`src/rtl/gerador_pulso_if.sv`:
```
// gerador_pulso_if -- signal bundle for the gerador_pulso multi-channel pulse
// generator.
//
// Signals (one bit per channel unless noted):
//   evento   : per-channel event strobe, one-cycle pulse per event
//   limpa    : synchronous clear of every perdido flag (1 bit)
//   saida    : per-channel registered pulse output
//   perdido  : per-channel sticky "event dropped" flag
//   contagem : saturating count of accepted events, all channels (8 bits)
//
// Modports:
//   master : event source / status reader (drives evento, limpa)
//   slave  : the pulse generator itself
interface gerador_pulso_if #(
   parameter int CANAIS = 2
);
   logic [CANAIS-1:0] evento;
   logic              limpa;
   logic [CANAIS-1:0] saida;
   logic [CANAIS-1:0] perdido;
   logic [7:0]        contagem;

   modport master (
      output evento,
      output limpa,
      input  saida,
      input  perdido,
      input  contagem
   );

   modport slave (
      input  evento,
      input  limpa,
      output saida,
      output perdido,
      output contagem
   );
endinterface

```
`src/rtl/gerador_pulso.sv`:
```
// gerador_pulso -- multi-channel fixed-width pulse generator.
//
// Each channel turns a one-cycle event strobe into a LARGURA-cycle high level
// on saida. A per-channel 8-bit down-counter times the pulse; the counter is
// loaded with LARGURA on an accepted event and counts down to zero.
//
// Parameters:
//   LARGURA : pulse width in clk cycles (1..255)
//   CANAIS  : number of independent channels (1..8)
//
// Ports:
//   clk : clock, all state changes on the rising edge
//   rst : asynchronous, active-high reset
//   bus : gerador_pulso_if.slave -- evento/limpa in, saida/perdido/contagem out
//
// Build option:
//   GERADOR_PULSO_RETRIGGER_EN defined   : an event on an active channel
//                                          reloads the counter (pulse stretch);
//                                          perdido is tied to 0.
//   GERADOR_PULSO_RETRIGGER_EN undefined : an event on an active channel is
//                                          dropped and flagged in perdido.
//
// Per-channel states:
//   state  | meaning
//   -------+--------------------------------------------
//   OCIOSO | cnt = 0, saida low, next event always accepted
//   ATIVO  | cnt > 0, saida high, counting down to zero
module gerador_pulso #(
   parameter int LARGURA = 4,
   parameter int CANAIS  = 2
) (
   input  logic            clk,
   input  logic            rst,
   gerador_pulso_if.slave  bus
);

   typedef enum logic {
      OCIOSO = 1'b0,
      ATIVO  = 1'b1
   } estado_t;

   localparam logic [7:0] CARGA = 8'(LARGURA);

   estado_t           estado_q [CANAIS];
   estado_t           estado_d [CANAIS];
   logic [7:0]        cnt_q    [CANAIS];
   logic [7:0]        cnt_d    [CANAIS];
   logic [CANAIS-1:0] aceito;
   logic [3:0]        n_aceitos;
   logic [8:0]        soma;
   logic [7:0]        contagem_q;
   logic [7:0]        contagem_d;

`ifndef GERADOR_PULSO_RETRIGGER_EN
   logic [CANAIS-1:0] perda;
   logic [CANAIS-1:0] perdido_q;
   logic [CANAIS-1:0] perdido_d;
`else
   logic              unused_limpa;
   assign unused_limpa = bus.limpa;
`endif

   always_ff @(posedge clk or posedge rst) begin
      if (rst) begin
         for (int i = 0; i < CANAIS; i++) begin
            estado_q[i] <= OCIOSO;
            cnt_q[i]    <= 8'd0;
         end
         contagem_q <= 8'd0;
`ifndef GERADOR_PULSO_RETRIGGER_EN
         perdido_q  <= '0;
`endif
      end else begin
         for (int i = 0; i < CANAIS; i++) begin
            estado_q[i] <= estado_d[i];
            cnt_q[i]    <= cnt_d[i];
         end
         contagem_q <= contagem_d;
`ifndef GERADOR_PULSO_RETRIGGER_EN
         perdido_q  <= perdido_d;
`endif
      end
   end

   always_comb begin
      aceito    = '0;
      n_aceitos = 4'd0;
`ifndef GERADOR_PULSO_RETRIGGER_EN
      perda     = '0;
`endif
      for (int i = 0; i < CANAIS; i++) begin
         cnt_d[i]    = cnt_q[i];
         estado_d[i] = estado_q[i];
         case (estado_q[i])
            OCIOSO: begin
               if (bus.evento[i]) begin
                  aceito[i] = 1'b1;
                  cnt_d[i]  = CARGA;
               end
            end
            ATIVO: begin
               if (bus.evento[i]) begin
`ifdef GERADOR_PULSO_RETRIGGER_EN
                  aceito[i] = 1'b1;
                  cnt_d[i]  = CARGA;
`else
                  // Dropped event leaves the running pulse untouched.
                  perda[i]  = 1'b1;
                  cnt_d[i]  = cnt_q[i] - 8'd1;
`endif
               end else begin
                  cnt_d[i] = cnt_q[i] - 8'd1;
               end
            end
            default: begin
               cnt_d[i] = 8'd0;
            end
         endcase
         // State tracks the next counter value so saida is a pure register.
         estado_d[i] = (cnt_d[i] != 8'd0) ? ATIVO : OCIOSO;
         n_aceitos   = n_aceitos + {3'b000, aceito[i]};
      end

      soma       = {1'b0, contagem_q} + {5'b00000, n_aceitos};
      contagem_d = soma[8] ? 8'hFF : soma[7:0];

`ifndef GERADOR_PULSO_RETRIGGER_EN
      // A drop in the same cycle as limpa wins, so no event goes unreported.
      perdido_d = (perdido_q & ~{CANAIS{bus.limpa}}) | perda;
`endif
   end

   always_comb begin
      bus.saida = '0;
      for (int i = 0; i < CANAIS; i++) begin
         bus.saida[i] = (estado_q[i] == ATIVO);
      end
   end

   assign bus.contagem = contagem_q;
`ifdef GERADOR_PULSO_RETRIGGER_EN
   assign bus.perdido  = '0;
`else
   assign bus.perdido  = perdido_q;
`endif

endmodule

```
`src/flat_wrapper.sv`:
```
// flat-port wrapper written by rule: the top's interface ports become plain ports
module gerador_pulso_flat 
#(
   parameter int LARGURA = 4,
   parameter int CANAIS  = 2
)
  (clk, rst, bus_evento, bus_limpa, bus_saida, bus_perdido, bus_contagem);
  gerador_pulso_if #(.CANAIS(CANAIS)) bus_i ();
  input  logic clk;
  input  logic rst;
  input wire logic [$bits(bus_i.evento)-1:0] bus_evento;
  input wire logic [$bits(bus_i.limpa)-1:0] bus_limpa;
  output wire logic [$bits(bus_i.saida)-1:0] bus_saida;
  output wire logic [$bits(bus_i.perdido)-1:0] bus_perdido;
  output wire logic [$bits(bus_i.contagem)-1:0] bus_contagem;
  assign bus_i.evento = bus_evento;
  assign bus_i.limpa = bus_limpa;
  assign bus_saida = bus_i.saida;
  assign bus_perdido = bus_i.perdido;
  assign bus_contagem = bus_i.contagem;
  gerador_pulso #(.LARGURA(LARGURA), .CANAIS(CANAIS)) u_core (.clk(clk), .rst(rst), .bus(bus_i));
endmodule
```
`config.mk`:
```
export PLATFORM = sky130hd
export DESIGN_NAME = gerador_pulso_flat
export DESIGN_NICKNAME = d
export VERILOG_FILES = /design/src/rtl/gerador_pulso_if.sv /design/src/rtl/gerador_pulso.sv /design/src/flat_wrapper.sv
export SDC_FILE = /design/constraint.sdc
export NUM_CORES = 1
export LEC_CHECK = 0
export CELL_PAD_IN_SITES_DETAIL_PLACEMENT = 0
export CELL_PAD_IN_SITES_GLOBAL_PLACEMENT = 2
export CORE_MARGIN = 2
export CORE_UTILIZATION = 35
export DETAILED_ROUTE_END_ITERATION = 10
export MAX_ROUTING_LAYER = met4
export PLACE_DENSITY_LB_ADDON = 0.1
export SLEW_MARGIN = 25
export SYNTH_ARGS = -nofsm -noshare
export SYNTH_HDL_FRONTEND = slang
export SYNTH_SLANG_ARGS = --single-unit
export TNS_END_PERCENT = 10
```
`constraint.sdc`:
```
create_clock -name clk -period 2.9 [get_ports clk]
set_input_delay 0.58 -clock clk [delete_from_list [all_inputs] [get_ports clk]]
set_output_delay 0.58 -clock clk [all_outputs]
set_load 0.01 [all_outputs]
```
==> flow_summary_export.csv <==
group,metric,value,unit
run_status,outcome,"finished clean",
routing,drt_iter0_drc,78,
power_and_ir_drop,p_int,0.000832,W
grt,grt_pass1_vias,1150,
yosys,async_flop_share,1.00,
yosys,ys_warn_count,0,
worst_setup_path,required,3.11,ns
floorplan,rows,23,
grt,grtUsageTotal,0.134,
job,cap_violations,0,
yosys,synthTopCellsByCount,"dfrtp_1 (28), inv_1 (15), nand2_1 (14), o21ai_0 (8), nand2b_1 (6)",
place,io_buffer_count,16,
cells_and_area,fin_cells,220,
cts,tritoncts,"done",
routing,vias,1142,
yosys,postSynthCellCount,146,
sta,finalCriticalPeriod,2.56,ns
yosys,avgSynthCellArea,10.1,um^2
cts,clkSlewWorstSetupHoldPaths,0.09,ns
power_and_ir_drop,p_sw,0.000405,W
cts,cts_buffer_depth,2,
routing,ant_nets,0,
worst_hold_path,min_from,"u_core.cnt_q[7]",
place,dpl_cell_area,0.00174,mm^2
sta,setup_ws,0.340,ns
worst_setup_path,endpoint_kind,"register",
yosys,yosysTopAreaCellShare,0.473,
power_and_ir_drop,power_frac_seq,0.470,
worst_setup_path,crit_fanout,6,
grt,grt_max_degree,29,
sta,worst_pin_slew,0.535,ns
cells_and_area,fillers,392,
place,dp_cells,216,
floorplan,die_area,0.00477,mm^2
floorplan,floorplan.initialDensity,0.368,
routing,wl_per_cell,13.2,um
yosys,synth-seq-cells,28,
yosys,ys.flop_type,"dfrtp_1",
worst_setup_path,cp-startpoint,"bus_evento[1]",
floorplan,num_io_pins,17,
yosys,synth-seq-area-share,0.473,
sta,drv_slew,0,
cells_and_area,area.growth.synth_to_final,21.2,%
place,place.gp.congestion,0.740,
yosys,yosys-top-cells-area,"dfrtp_1 (47%), ha_1 (4.2%), inv_1 (3.8%)",
grt,antenna_found_initial,0,
sta,slew_headroom,0.639,
cts,post-cts-setup-buffers,0,
cells_and_area,stdcell_area,0.00180,mm^2
grt,grt-ovfl-total,0,
cts,clock_latency,0.27,ns
yosys,synth-edff-count,0,
routing,drt_wl_total,2.91,mm
cells_and_area,final-seq-area,701,um^2
sta,finClkSkew,0.00136,ns
cells_and_area,antennaDiodeCount,0,
power_and_ir_drop,power_frac_clock,0.194,
cts,root_buffer,"clkbuf_8",
worst_setup_path,cp.arrival,2.77,ns
cts,cts.htree.levels,1,
worst_hold_path,hp-class,"register to register",
power_and_ir_drop,ir_worst_vdd,394,uV
place,pre_cts_slack,0.0536,ns
cells_and_area,nNetsFinal,182,
yosys,yosysTopAreaCell,"dfrtp_1",
cts,numCtsBuffers,3,
sta,tns,0,ns
floorplan,die-height,69.1,um
worst_setup_path,critical_path_class,"input port to register",
yosys,synthesis.nets,157,
yosys,synth_cell_types,43,
cells_and_area,multi_input_area,708,um^2
yosys,syn_area,0.00148,mm^2
floorplan,core-area,0.00403,mm^2
worst_setup_path,r2r_start,"u_core.bus.saida[1]",
cells_and_area,layout-drive-gt1-share,0.112,
sta,hold_viol,0,
routing,drcViolationCount,0,
sta,grt_setup_unrepaired,"false",
sta,finalCritPeriodShare,0.883,
yosys,yosysMostFrequentCell,"dfrtp_1",
power_and_ir_drop,switching_share,0.328,
sta,setup_violations,0,
power_and_ir_drop,p_comb_frac,0.336,
place,hpwl,2.22,mm
cells_and_area,fin_util,0.446,
floorplan,die_x,69.1,um
grt,grt_pass1_wl,5.11,mm
worst_setup_path,start_kind,"input port",
cts,clock-sinks,28,
routing,viasPerCell,5.19,
sta,max_freq,0.391,GHz
power_and_ir_drop,leakage,0.790,nW
cts,ctsResizeCount,0,
cts,cts_hold_buf,0,
routing,drtPass1Iterations,4,
power_and_ir_drop,p_per_area,689,mW/mm^2
worst max-delay path: stages:
cell	delay [ns]
clkdlybuf4s50_1	0.46
nand2b_1	0.12
inv_1	0.06
ha_1	0.27
ha_1	0.16
inv_1	0.05
fa_1	0.40
nand2b_1	0.18
nor2_1	0.15
nand3_1	0.21
nand2b_1	0.13
power by group through the flow:
stage                     clock network [W]  logic (W)  registers (W)
final                              0.000241   0.000416       0.000581
after global routing               0.000265   0.000472       0.000601
after CTS                          0.000251   0.000421       0.000582
after detailed placement                  0   0.000419       0.000590
after global placement                    0   0.000413       0.000589
after floorplan                           0   0.000279       0.000578
metal layers:
| layer | wire length (um) | part of all wire | track usage |
|---|---|---|---|
| met1 | 1430 | 0.49 | 0.174 |
| met2 | 1350 | 0.47 | 0.212 |
| met3 | 95 | 0.033 | 0.0219 |
| met4 | 24 | 0.0083 | 0.0501 |
| met5 | 0 | 0 | - |
kinds of logic (layout without fill, tap and decap cells):
group                      after synthesis  in the layout  share of synthesized area
AOI/OAI and AO/OA                       31             31                      0.155
xor gates and xnor gates                 6              6                     0.0355
adders and majority gates                6              6                     0.0557
buffers and inverters                   18             42                     0.0490
DFF                                     28             28                      0.473
muxes                                    3              3                     0.0220
and+or+nand+nor                         54             54                      0.209
placed cells by master (no fill, tap or decap), drive strengths merged, types with 2 or more instances in the layout:
cell type	instances
dfrtp	28
clkdlybuf4s50	16
inv	15
nand2	14
o21ai	8
buf	7
nand2b	6
nor2	5
a21oi	5
ha	5
nor3	4
xor2	4
nor2b	4
clkbuf	4
or2	3
nor4	3
o41ai	3
nand3	3
o311a	2
xnor2	2
mux2	2
nand4bb	2
o311ai	2
nand3b	2
nand4b	2
nor4b	2
worst paths after layout:
kind	end	slack, ns	cells after the start
hold / removal	u_core.cnt_q[7]	0.53	1
hold reg to reg	u_core.cnt_q[7]	0.53	1
setup reg to reg	u_core.bus.contagem[0]	0.75	10
max in group asynchronous	u_core.bus.contagem[2]	1.96	3
min in group asynchronous	u_core.cnt_q[4]	0.68	3
setup / recovery	u_core.bus.contagem[0]	0.34	11
flip-flops by register name (all words and copies together), names as in the netlist:
register / flops
u_core.cnt_q: 16
u_core.bus.contagem: 8
u_core.bus.perdido: 2
u_core.bus.saida: 2
metrics by stage:
step,power [W],hold WS [ns]
CTS,0.00125,0.527
global route,0.00134,0.553
detailed placement,0.00101,0.511
finish,0.00124,0.530
global placement,0.00100,0.510
floorplan,0.000856,0.470
layout make-up:
cell class              count  share of cell area
clock buffers               4              0.0307
repair buffers             23               0.118
multi-input cells         100               0.394
flip-flops and latches     28               0.390
inverters                  15              0.0314
well taps                  50              0.0348
Power figures use the tool's default switching activity.
